===== src/rtl/interrupts_nch.sv =====
// Vectored Z80 IM2 interrupt controller for NCH sources: per-channel enable, edge/level mode, fixed priority, nesting.
// Latency: int_n is registered one clk after req/ena/isr change; the vector follows the priority latched at M1 start.
// Backpressure: none; every command strobe and source strobe is taken in the clk it is presented.
//
// Ports:
//   clk, rst_n        system clock, async active-low reset
//   m1_n, iorq_n      Z80 M1 / IORQ, asynchronous to clk
//   int_n             registered Z80 INT (active low)
//   int_vector        IM2 vector of the latched priority source
//   din               command data: din[7] = set/clear value, din[NCH-1:0] = channel mask
//   ena_wr, req_wr    1-clk strobes writing the enable / request registers
//   eoi_wr            1-clk strobe: clear the highest-priority in-service bit
//   int_src           edge channels: 1-clk strobes; level channels: active-high levels
//   req_rd, isr_rd    request / in-service register readback
module interrupts_nch #(
  parameter int         NCH     = 6,
  parameter logic [6:0] LVLMASK = 7'b0000000,
  parameter logic [7:0] VBASE   = 8'h00
) (
  input  logic           clk,
  input  logic           rst_n,
  input  logic           m1_n,
  input  logic           iorq_n,
  output logic           int_n,
  output logic [7:0]     int_vector,
  input  logic [7:0]     din,
  input  logic           ena_wr,
  input  logic           req_wr,
  input  logic           eoi_wr,
  input  logic [NCH-1:0] int_src,
  output logic [NCH-1:0] req_rd,
  output logic [NCH-1:0] isr_rd
);

  logic           m1_s1, m1_s2;
  logic           ack_s1, ack_s2;
  logic           m1_beg, iack_end;
  logic [NCH-1:0] ena, req, isr, pri;
  logic [NCH-1:0] ena_next, req_next, isr_clr, pri_next;
  logic [NCH-1:0] hmask, cand;
  logic           run;
  logic [2:0]     idx;
  logic           unused_din;

  // Only din[NCH-1:0] and din[7] carry meaning; the rest is don't-care.
  assign unused_din = ^din;

  // M1 synchroniser on the rising edge; m1_beg marks M1 going low.
  always_ff @(posedge clk or negedge rst_n) begin
    if (!rst_n) begin
      m1_s1 <= 1'b1;
      m1_s2 <= 1'b1;
    end else begin
      m1_s1 <= m1_n;
      m1_s2 <= m1_s1;
    end
  end

  // Acknowledge cycle (M1 and IORQ both low) synchronised on the falling
  // edge, so its end is visible to the very next rising edge.
  always_ff @(negedge clk or negedge rst_n) begin
    if (!rst_n) begin
      ack_s1 <= 1'b1;
      ack_s2 <= 1'b1;
    end else begin
      ack_s1 <= iorq_n | m1_n;
      ack_s2 <= ack_s1;
    end
  end

  assign m1_beg   = m1_s2 & ~m1_s1;
  assign iack_end = ack_s1 & ~ack_s2;

  always_comb begin
    hmask    = '0;
    cand     = '0;
    pri_next = '0;
    isr_clr  = '0;
    ena_next = ena;
    req_next = req;
    idx      = 3'd7;
    run      = 1'b1;

    // A channel may request only while no channel of equal or higher
    // priority is in service.
    for (int i = 0; i < NCH; i++) begin
      run      = run & ~isr[i];
      hmask[i] = run;
    end
    cand = req & ena & hmask;

    // Descending scans: the last hit is the lowest index (highest priority).
    for (int i = NCH - 1; i >= 0; i--) begin
      if (cand[i]) begin
        pri_next    = '0;
        pri_next[i] = 1'b1;
      end
      if (isr[i]) begin
        isr_clr    = '0;
        isr_clr[i] = eoi_wr;
      end
      if (pri[i]) idx = 3'(i);
    end

    for (int i = 0; i < NCH; i++) begin
      if (ena_wr && din[i]) ena_next[i] = din[7];

      if (LVLMASK[i]) begin
        req_next[i] = int_src[i];
      end else if (int_src[i]) begin
        // A fresh strobe beats both the acknowledge clear and a software clear.
        req_next[i] = 1'b1;
      end else if (iack_end && pri[i]) begin
        req_next[i] = 1'b0;
      end else if (req_wr && din[i]) begin
        req_next[i] = din[7];
      end
    end
  end

  always_ff @(posedge clk or negedge rst_n) begin
    if (!rst_n) begin
      ena   <= NCH'(1);
      req   <= '0;
      isr   <= '0;
      pri   <= '0;
      int_n <= 1'b1;
    end else begin
      ena   <= ena_next;
      req   <= req_next;
      // EOI clear is taken from the old isr; an acknowledge set wins on the same bit.
      isr   <= (isr & ~isr_clr) | (iack_end ? pri : '0);
      if (m1_beg) pri <= pri_next;
      int_n <= ~|cand;
    end
  end

  // pri = 0 (spurious acknowledge) yields idx 7.
  assign int_vector = VBASE | {4'b0000, idx, 1'b0};
  assign req_rd     = req;
  assign isr_rd     = isr;

endmodule


===== config.mk =====
export PLATFORM = sky130hd
export DESIGN_NAME = interrupts_nch
export DESIGN_NICKNAME = d
export VERILOG_FILES = /design/src/rtl/interrupts_nch.sv
export SDC_FILE = /design/constraint.sdc
export NUM_CORES = 1
export LEC_CHECK = 0
export ABC_CLOCK_PERIOD_IN_PS = 1620
export CAP_MARGIN = 20
export CORE_MARGIN = 4
export CORE_UTILIZATION = 46
export CTS_CLUSTER_DIAMETER = 120
export DETAILED_ROUTE_END_ITERATION = 8
export PLACE_DENSITY = 0.86
export SYNTH_ARGS = -nofsm -noshare
export SYNTH_HDL_FRONTEND = slang
export SYNTH_SLANG_ARGS = --single-unit
export TNS_END_PERCENT = 50

===== constraint.sdc =====
create_clock -name clk -period 1.62 [get_ports clk]
set_clock_uncertainty 0.05 [all_clocks]
set_input_delay 0.324 -clock clk [delete_from_list [all_inputs] [get_ports clk]]
set_output_delay 0.324 -clock clk [all_outputs]
set_load 0.03 [all_outputs]

# Yosys cells after proc, flatten, opt, wreduce, memory -nomap -nowiden
# Cells that the tools add are included.
[totals]
elab_cells = 103
out_inout_bits = 21
inputBits = 21
reg_bits = 29
[op_classes]
bitwise_logic = 21
mux = 37
n_reduce_logical = 26
[op_table]
columns = ["cell", "count"]
rows = [
  ["6-bit 2-to-1 mux", 13],
  ["6-bit AND", 3],
  ["1-bit logical AND", 18],
  ["1-bit 2-to-1 mux", 18],
  ["3-bit nonzero test", 6],
  ["3-bit 2-to-1 mux", 4],
  ["1-bit NOT", 8],
  ["1-bit AND", 7],
  ["6-bit NOT", 1],
  ["6-bit OR", 1],
  ["6-bit OR reduction", 1],
  ["2-bit 2-to-1 mux", 2],
  ["1-bit zero test", 1],
  ["1-bit OR", 1],
]

# Longest topological paths before layout
# Gate-level depths: netlist (run 1).
[depth]
ltp_word = 13
depth_mapped = 4
depth_no_buf = 3

==> results of run 1 <==
[timing repair]
| action | in CTS | in global routing |
|---|---|---|
| setup endpoints to repair | 28 | 15 |
| pin swaps | 4 | 3 |
| setup buffers | 3 | 0 |
| hold buffers | 0 | 0 |
| gates resized for setup | 26 | 3 |
| cloned | 1 | 0 |
[power breakdown]
part	leakage, µW	switching [µW]	internal [µW]
Clock	0.0000372	252	179
Combinational	0.000451	318	238
Sequential	0.000339	82.0	809
Total	0.000827	652	1230
[Yosys cell counts, types with 3 or more instances]
| library cell | instances |
|---|---|
| sky130_fd_sc_hd__o21ai_0 | 4 |
| sky130_fd_sc_hd__dfrtp_1 | 23 |
| sky130_fd_sc_hd__clkbuf_1 | 3 |
| sky130_fd_sc_hd__mux2_2 | 12 |
| sky130_fd_sc_hd__nor2_1 | 4 |
| sky130_fd_sc_hd__inv_1 | 4 |
| sky130_fd_sc_hd__buf_4 | 5 |
| sky130_fd_sc_hd__a21o_1 | 6 |
| sky130_fd_sc_hd__nand2_1 | 31 |
| sky130_fd_sc_hd__nand3b_1 | 4 |
| sky130_fd_sc_hd__a22o_1 | 4 |
| sky130_fd_sc_hd__dfstp_2 | 6 |
[routing by layer]
metal	share of wire, %	vias to the layer above
met3	5.7	12
met2	53	53
li1	-	543
met1	39	557
met4	2.4	0
met5	0	-
[registers in the layout (all words and copies together) (netlist names)]
register / flops
ack_s1: 1
ack_s2: 1
ena: 6
int_n: 1
isr_rd: 6
m1_s1: 1
m1_s2: 1
pri: 6
req_rd: 6
[per-stage QoR]
stage	cell area (µm²)	util (%)	power (µW)
CTS	1860	66.2	1870
floorplan	1390	-	1220
detailed placement	1760	62.8	1460
global route	1870	66.5	1980
global placement	1760	62.8	1440
finish	1870	66.5	1880
[logic make-up (layout without fill, tap and decap cells)]
family	count (synthesis)	count (layout)	synth area share (%)
AOI/OAI and AO/OA	23	23	12.4
buffers and inverters	12	58	4.68
DFF	29	29	53.8
muxes	12	12	9.91
other	1	5	0.275
and+or+nand+nor	53	53	19.0
[final cells by class]
type                       count  area, µm²
tap                           31       38.8
fill                         237        938
multi-input combinational     93        607
inverter                       3       11.3
sequential                    29        736
clock inverter                 2       7.51
timing repair buffer          45        418
clock buffer                   8       48.8
[layout by cell type (no fill, tap or decap), drive strengths merged]
cell type,count
or3b,2
nand2,31
dfstp,6
nand2b,2
clkdlybuf4s50,19
or2,1
nor2,4
buf,13
nand4,2
nor2b,1
a21oi,2
a311oi,1
o21ai,5
dlygate4sd2,12
clkdlybuf4s15,1
a21boi,1
inv,5
conb,5
nor3,3
nand3b,4
a22o,4
nor4,1
nand3,2
dfrtp,23
a21o,6
mux2,12
a222oi,1
clkbuf,8
o31ai,3
[critical path, delay by kind of cell, from the launching register on]
family	cells	cell delay, ps
AO/OA/AOI/OAI	1	170
buffers and inverters	1	130
AND/OR/NAND/NOR	2	230
flip-flops	1	520
[path summary, 6_finish.rpt]
check                       start         to  slack [ps]
max reg2reg                ack_s1  req_rd[1]        -440
min                         m1_s1      m1_s2         320
max                        ack_s1  req_rd[1]        -440
max in group asynchronous   rst_n     ack_s1         380
min reg2reg                 m1_s1      m1_s2         320
min in group asynchronous   rst_n  isr_rd[0]         440
==> flow_summary.ini, run 1 <==
[outcome]
status = finished, violations left
violations_in_the_final_reports = negative setup slack

[timing]
setup_viol = 15
whs_ps = 316
final_max_slew_viol_count = 0
timing.final.ws_setup_ps = -441
grt_setup_unrepaired = true
timing.final.hold_violations = 0
tns_ps = -4750

[place]
numPlacedInstances = 198
routabilityCongestion = 0.904
buffer_ports.inserted = 35
half_perimeter_wire_length_after_placement_um = 2620
dp_slack_ps = -455

[cts]
number_of_cts_inserted_buffers = 5
cts.reportedPaths.clkPinSlew_ps = 80
ctsRootBufferMaster = sky130_fd_sc_hd__clkbuf_4
clk_latency_ps = 370
cts_max_level = 2
clock-sinks = 29
cts_tree = built
clockBufferDepth = 2

[synth]
syn-mean-instance-area_um2 = 10.5
synth.cell_area_um2 = 1360
synth.top_cell.area_share_pct = 42.2
yosysWarnings = 0
synth_cell_types = 29
yosysSeqAreaShare_pct = 53.8
synth_area_leaders = sky130_fd_sc_hd__dfrtp_1, sky130_fd_sc_hd__dfstp_2, sky130_fd_sc_hd__mux2_2
synth.ff_latch_count = 29
synthArstFlopShare_pct = 100
postSynth.topFlopCell = sky130_fd_sc_hd__dfrtp_1
synth_top_area_cell = sky130_fd_sc_hd__dfrtp_1
synthCells = 130
count_of_flip_flops_with_a_built_in_enable_after_synthesis = 0

[floorplan]
floorplan_core_area_um2 = 2810
dieWidth_um = 62.5
placementRows = 19
die_height_um = 62.5
ios = 42
starting_utilization_of_the_core_area_pct = 48.6
die-area_um2 = 3900

[setup_path]
crit_slowest_cell = sky130_fd_sc_hd__dfstp_2
critPathMaxStageDelay_ps = 520
critical_path_peak_fanout = 5
critical_path_arrival_ps = 2230
endpoint_kind = register
worst-r2r-cell-count = 4
timing.critical_path.from_type = register
cp_data_required_time_ps = 1790
critical_setup_path_kind = register to register
crit_path_cell_trace = nor2b_4 -> buf_6 -> nand2_2 -> a21o_1

[drt]
postRouteWirelength_um = 3580
drtAntennaViolNets = 0
drt-vias-per-instance = 5.52
routed_wire_length_per_instance_um = 17.0
detailedRoute.firstPassIterationCount = 4
drt_first_iter_violations = 52
drcViolationCount = 0
dr_vias = 1165

[global_route]
top_usage_layer = met2
grt_start_max_net_pins = 27
grt_pass1_vias = 1281
grtUsageTotal_pct = 20.1
wire_length_of_the_first_global_routing_pass_um = 6050
groute.layer.met2.usage_pct = 35.8
groute.layer.met3.usage_pct = 5.22
grt_util_met1_pct = 22.4
gr-total-overflow = 0
antenna_found_initial = 0

[cells_and_area]
final_layout_size_suffix_gt1_share_pct = 26.7
count_of_antenna_diodes_in_the_layout = 0
fin_cells = 211
finish.net_count = 200
area_growth_syn_to_layout_pct = 36.9

[power_and_ir_drop]
power_density_nw_per_um2 = 1010
max-vdd-ir-drop_mv = 0.627
power.leakage_uw = 0.000827

[run]
drv_cap = 0

[hold_path]
hp-class = register to register
worst_hold_path.num_cells = 0
No activity file was read; power rests on OpenSTA's default activity.
==> run 2: changes to the inputs <==
--- a/config.mk
+++ b/config.mk
@@ -7,10 +7,12 @@
 export LEC_CHECK = 0
 export ABC_CLOCK_PERIOD_IN_PS = 1620
 export CAP_MARGIN = 20
+export CORE_ASPECT_RATIO = 0.8
 export CORE_MARGIN = 4
 export CORE_UTILIZATION = 46
 export CTS_CLUSTER_DIAMETER = 120
 export DETAILED_ROUTE_END_ITERATION = 8
+export GPL_TIMING_DRIVEN = 0
 export PLACE_DENSITY = 0.86
 export SYNTH_ARGS = -nofsm -noshare
 export SYNTH_HDL_FRONTEND = slang
==> run 2 against run 1 <==
- the flow still finishes with violations (negative setup slack)
- utilization grew 3.2 points
- cell area grew 4.9%
- sequential power grew 1%
- highest routed layer unchanged
- largest cell class unchanged
==> flow_summary.ini, run 2 (same netlist as run 1, synthesis figures left out) <==
[outcome]
status = finished, violations left
violations_in_the_final_reports = negative setup slack

[cts]
post_cts_hold_buffer_count = 0
ctsRootBufferMaster = sky130_fd_sc_hd__clkbuf_8
cts_max_level = 2
cts_tree = built
clock-sinks = 29
cts.reportedPaths.clkPinSlew_ps = 60
clockBufferDepth = 2
clk_latency_ps = 330
number_of_cts_inserted_buffers = 5

[timing]
timing.final.hold_violations = 0
tns_ps = -4970
grt_setup_unrepaired = true
final_max_slew_viol_count = 0
whs_ps = 0.442
timing.final.ws_setup_ps = -466
setup_viol = 12

[cells_and_area]
final_common_cell = sky130_fd_sc_hd__nand2_1
area_growth_syn_to_layout_pct = 43.6
finish.utilization_pct = 69.7
final_layout_size_suffix_gt1_share_pct = 30.1
count_of_antenna_diodes_in_the_layout = 0
finish.net_count = 203
mostFrequentLayoutCells = sky130_fd_sc_hd__nand2_1, sky130_fd_sc_hd__dfrtp_1, sky130_fd_sc_hd__clkdlybuf4s50_1, sky130_fd_sc_hd__dlygate4sd2_1, sky130_fd_sc_hd__mux2_2

[hold_path]
hp-class = input pin to async pin

[global_route]
groute.layer.met2.usage_pct = 27.7
top_usage_layer = met2
grt_start_max_net_pins = 16
antenna_found_initial = 0
wire_length_of_the_first_global_routing_pass_um = 5220
grt_util_met1_pct = 23.8
grtUsageTotal_pct = 17.8
gr-total-overflow = 0
groute.layer.met3.usage_pct = 5.20
grt_pass1_vias = 1154

[setup_path]
critical_setup_path_kind = register to register
cp_data_required_time_ps = 1720
timing.critical_path.from_type = register
timing.rr.start = ack_s2
endpoint_kind = register
critical_path_arrival_ps = 2190
setup.worst_path.start = ack_s2
critical_path_peak_fanout = 4

[drt]
dr_vias = 1158
postRouteWirelength_um = 3270
drt_first_iter_violations = 65
drcViolationCount = 0
drt-vias-per-instance = 5.24
detailedRoute.firstPassIterationCount = 5
routed_wire_length_per_instance_um = 14.8
drtAntennaViolNets = 0

[run]
drv_cap = 0

[place]
buffer_ports.inserted = 35
half_perimeter_wire_length_after_placement_um = 2460
dp_slack_ps = -652
routabilityCongestion = 0.833

[floorplan]
ios = 42
starting_utilization_of_the_core_area_pct = 48.6
die-area_um2 = 3910
placementRows = 17
floorplan_core_area_um2 = 2810
dieWidth_um = 68.9
die_height_um = 56.7

[power_and_ir_drop]
power_density_nw_per_um2 = 1100
total_power_uw = 2160
max-vdd-ir-drop_mv = 0.635
power.leakage_uw = 0.000884
-- run 2: changes by cell type in the layout (fill, tap and decap cells not counted), moves of 2 or more --
cell,before,now
sky130_fd_sc_hd__clkbuf_4,5,0
sky130_fd_sc_hd__clkbuf_8,0,5
sky130_fd_sc_hd__buf_6,4,0
sky130_fd_sc_hd__buf_4,9,11
sky130_fd_sc_hd__buf_8,0,2
sky130_fd_sc_hd__clkdlybuf4s50_1,19,17
sky130_fd_sc_hd__clkinvlp_2,0,2
sky130_fd_sc_hd__nand2_4,0,2
-- run 2: critical path, stage by stage (launching register included) --
cell                      delay, ps
sky130_fd_sc_hd__dfstp_2        530
sky130_fd_sc_hd__nor2b_4         50
sky130_fd_sc_hd__buf_4          140
sky130_fd_sc_hd__buf_4          130
sky130_fd_sc_hd__a22o_1         210
-- run 2: through the flow --
step           std cells  cell area (µm²)
4_1_cts              221             1930
5_1_grt              221             1960
3_5_place_dp         208             1800
3_3_place_gp         207             1790
6_report             221             1960
2_1_floorplan        134             1390
-- run 2: routing by layer --
metal / part of all wire (%) / vias to the layer above
li1: - / 546
met4: 1.0 / 0
met5: 0 / -
met2: 49 / 31
met1: 45 / 576
met3: 4.9 / 5
-- run 2: path summary, 6_finish.rpt --
path	slack [ps]	cells after the start	end
min in group clk	250	1	m1_s1
worst min register to register	320	0	ack_s2
worst max-delay path	-470	4	isr_rd[3]
worst min-delay path	0.4	1	req_rd[5]
max in group asynchronous	240	2	ack_s2
worst max register to register	-470	4	isr_rd[3]
-- run 2: repair_timing --
action | in CTS | in global routing
gates resized for setup | 38 | 15
hold endpoints to repair | 0 | 0
setup buffers | 3 | 0
pin swaps | 0 | 2
endpoints found under the setup margin | 31 | 16
gates cloned | 1 | 0
-- run 2: report_power, final --
group	internal [µW]	leakage (µW)	switching (µW)
sequential	811	0.000339	89.5
clock	455	0.0000609	268
combinational	236	0.000484	303
-- run 2: area by class of cell --
cell class                 instances  area, µm²
buffer                             8       60.1
fill                             229        850
timing repair buffer              40        365
sequential                        29        736
clock inverter                     5       47.5
inverter                           3       11.3
tap                               38       47.5
clock buffer                       5       68.8
multi-input combinational         93        622
==> run 3: changes to the inputs <==
--- a/config.mk
+++ b/config.mk
@@ -14,6 +14,7 @@
 export DETAILED_ROUTE_END_ITERATION = 8
 export GPL_TIMING_DRIVEN = 0
 export PLACE_DENSITY = 0.86
+export REMOVE_ABC_BUFFERS = 1
 export SYNTH_ARGS = -nofsm -noshare
 export SYNTH_HDL_FRONTEND = slang
 export SYNTH_SLANG_ARGS = --single-unit
==> run 3 against run 2 <==
- the flow still finishes with violations (negative setup slack)
- register-to-register slack gained 30 ps
- combinational power shrank 5.2%
- sequential cell count is the same
- largest cell class unchanged
- via count up 0.26%
- global-route usage up 0.88 points
- critical path type unchanged
==> flow_summary.ini, run 3 (same netlist as run 1, synthesis figures left out) <==
[global_route]
grt_util_met1_pct = 22.7
gr-total-overflow = 0
grt_start_max_net_pins = 17
grt_pass1_vias = 1155
groute.layer.met3.usage_pct = 4.60
wire_length_of_the_first_global_routing_pass_um = 5250
top_usage_layer = met2
antenna_found_initial = 0
groute.layer.met2.usage_pct = 28.8
grtUsageTotal_pct = 18.7

[drt]
postRouteWirelength_um = 3340
drcViolationCount = 0
detailedRoute.firstPassIterationCount = 5
dr_vias = 1161
drtAntennaViolNets = 0
routed_wire_length_per_instance_um = 15.7
drt-vias-per-instance = 5.45
drt_first_iter_violations = 75

[setup_path]
critical_path_peak_fanout = 5
worstPathBufferInverterCount = 0
path_delay_family = flip-flops
timing.critical_path.from_type = register
crit_path_cell_trace = nor2b_4 -> nand2_1 -> a21o_1
endpoint_kind = register
cp_data_required_time_ps = 1740
critical_setup_path_kind = register to register
critPathMaxStageDelay_ps = 540
crit_slowest_cell = sky130_fd_sc_hd__dfstp_2
critical_path_arrival_ps = 2180

[timing]
grt_setup_unrepaired = true
timing.final.ws_setup_ps = -438
setup_viol = 12
final_max_slew_viol_count = 0
maxSlewHeadroom_pct = 53.0
whs_ps = 151
max_slew.worst_pin.slew_ps = 704
timing.final.hold_violations = 0

[cells_and_area]
finish.utilization_pct = 65.8
mostFrequentLayoutCells = sky130_fd_sc_hd__nand2_1, sky130_fd_sc_hd__dfrtp_1, sky130_fd_sc_hd__clkdlybuf4s50_1, sky130_fd_sc_hd__dlygate4sd2_1, sky130_fd_sc_hd__mux2_2
layout.cell_area.non_filler_um2 = 1850
area_growth_syn_to_layout_pct = 35.5
final_common_cell = sky130_fd_sc_hd__nand2_1
final_layout_size_suffix_gt1_share_pct = 21.7
finish.net_count = 195
count_of_antenna_diodes_in_the_layout = 0
fin_cells = 213

[cts]
cts_max_level = 2
cts.reportedPaths.clkPinSlew_ps = 60
clockBufferDepth = 2
ctsRootBufferMaster = sky130_fd_sc_hd__clkbuf_8
clk_latency_ps = 330
clock-sinks = 29
cts_tree = built
number_of_cts_inserted_buffers = 5

[floorplan]
dieWidth_um = 68.9
starting_utilization_of_the_core_area_pct = 48.6
die-area_um2 = 3910
floorplan_core_area_um2 = 2810
die_height_um = 56.7
placementRows = 17
ios = 42

[place]
area_after_dpl_um2 = 1740
buffer_ports.inserted = 35
half_perimeter_wire_length_after_placement_um = 2390
dp_slack_ps = -780
numPlacedInstances = 200
routabilityCongestion = 0.833

[power_and_ir_drop]
power.leakage_uw = 0.000828
power_density_nw_per_um2 = 1060
max-vdd-ir-drop_mv = 0.704

[run]
drv_cap = 0

[hold_path]
hp-class = input pin to async pin

[outcome]
status = finished, violations left
violations_in_the_final_reports = negative setup slack
run 3: changes by cell type in the layout (fill, tap and decap cells not counted), sizes merged:
| cell | previous run | this run |
|---|---|---|
| buf | 14 | 7 |
| bufinv | 1 | 0 |
| clkbuf | 8 | 5 |
| clkdlybuf4s15 | 1 | 0 |
| clkinv | 0 | 3 |
| clkinvlp | 2 | 0 |
| dlygate4sd2 | 13 | 14 |
| dlymetal6s2s | 0 | 1 |
| nor2b | 1 | 2 |
run 3: worst paths after layout:
kind,startpoint,endpoint,slack [ps],depth (start not counted)
hold / removal,rst_n,ena[5],150,1
hold reg to reg,m1_s1,m1_s2,310,0
max in group asynchronous,rst_n,ack_s1,200,1
setup / recovery,ack_s1,req_rd[3],-440,3
setup reg to reg,ack_s1,req_rd[3],-440,3
min in group clk,m1_n,m1_s1,160,1
run 3: timing repair:
item,in CTS,in global routing
setup buffers,2,1
hold buffers,0,0
pin swaps,1,0
gates cloned,1,0
endpoints found under the setup margin,31,16
gates resized for setup,34,5
run 3: worst reg2reg max path, cell delays in order, from the launching register on:
cell and delay [ps]:
sky130_fd_sc_hd__dfstp_2 540, sky130_fd_sc_hd__nor2b_4 240, sky130_fd_sc_hd__nand2_1 90, sky130_fd_sc_hd__a21o_1 160
run 3: metrics by stage:
stage	setup TNS (ps)	total power, µW
2_1_floorplan	-5720	1200
3_3_place_gp	-15660	1420
3_5_place_dp	-9990	1440
4_1_cts	-4510	1950
5_1_grt	-5700	2050
6_report	-4790	1960
run 3: layout make-up:
| class | count | area [µm²] |
|---|---|---|
| flip-flops and latches | 29 | 733 |
| well taps | 38 | 47.5 |
| inverters | 3 | 11.3 |
| repair buffers | 39 | 360 |
| fillers | 228 | 960 |
| clock inverters | 5 | 18.8 |
| clock buffers | 5 | 68.8 |
| multi-input cells | 94 | 608 |
run 3: routing by layer:
layer / up-vias / part of all wire, % / wire length, µm
li1: 536 / - / -
met3: 13 / 6.2 / 206
met2: 52 / 49 / 1620
met4: 0 / 3.2 / 106
met1: 560 / 42 / 1410
met5: - / 0 / 0
run 3: report_power, final:
part | internal (µW) | switching, µW | total [µW]
logic | 211 | 299 | 510
registers | 809 | 85.5 | 895
clock network | 292 | 266 | 558
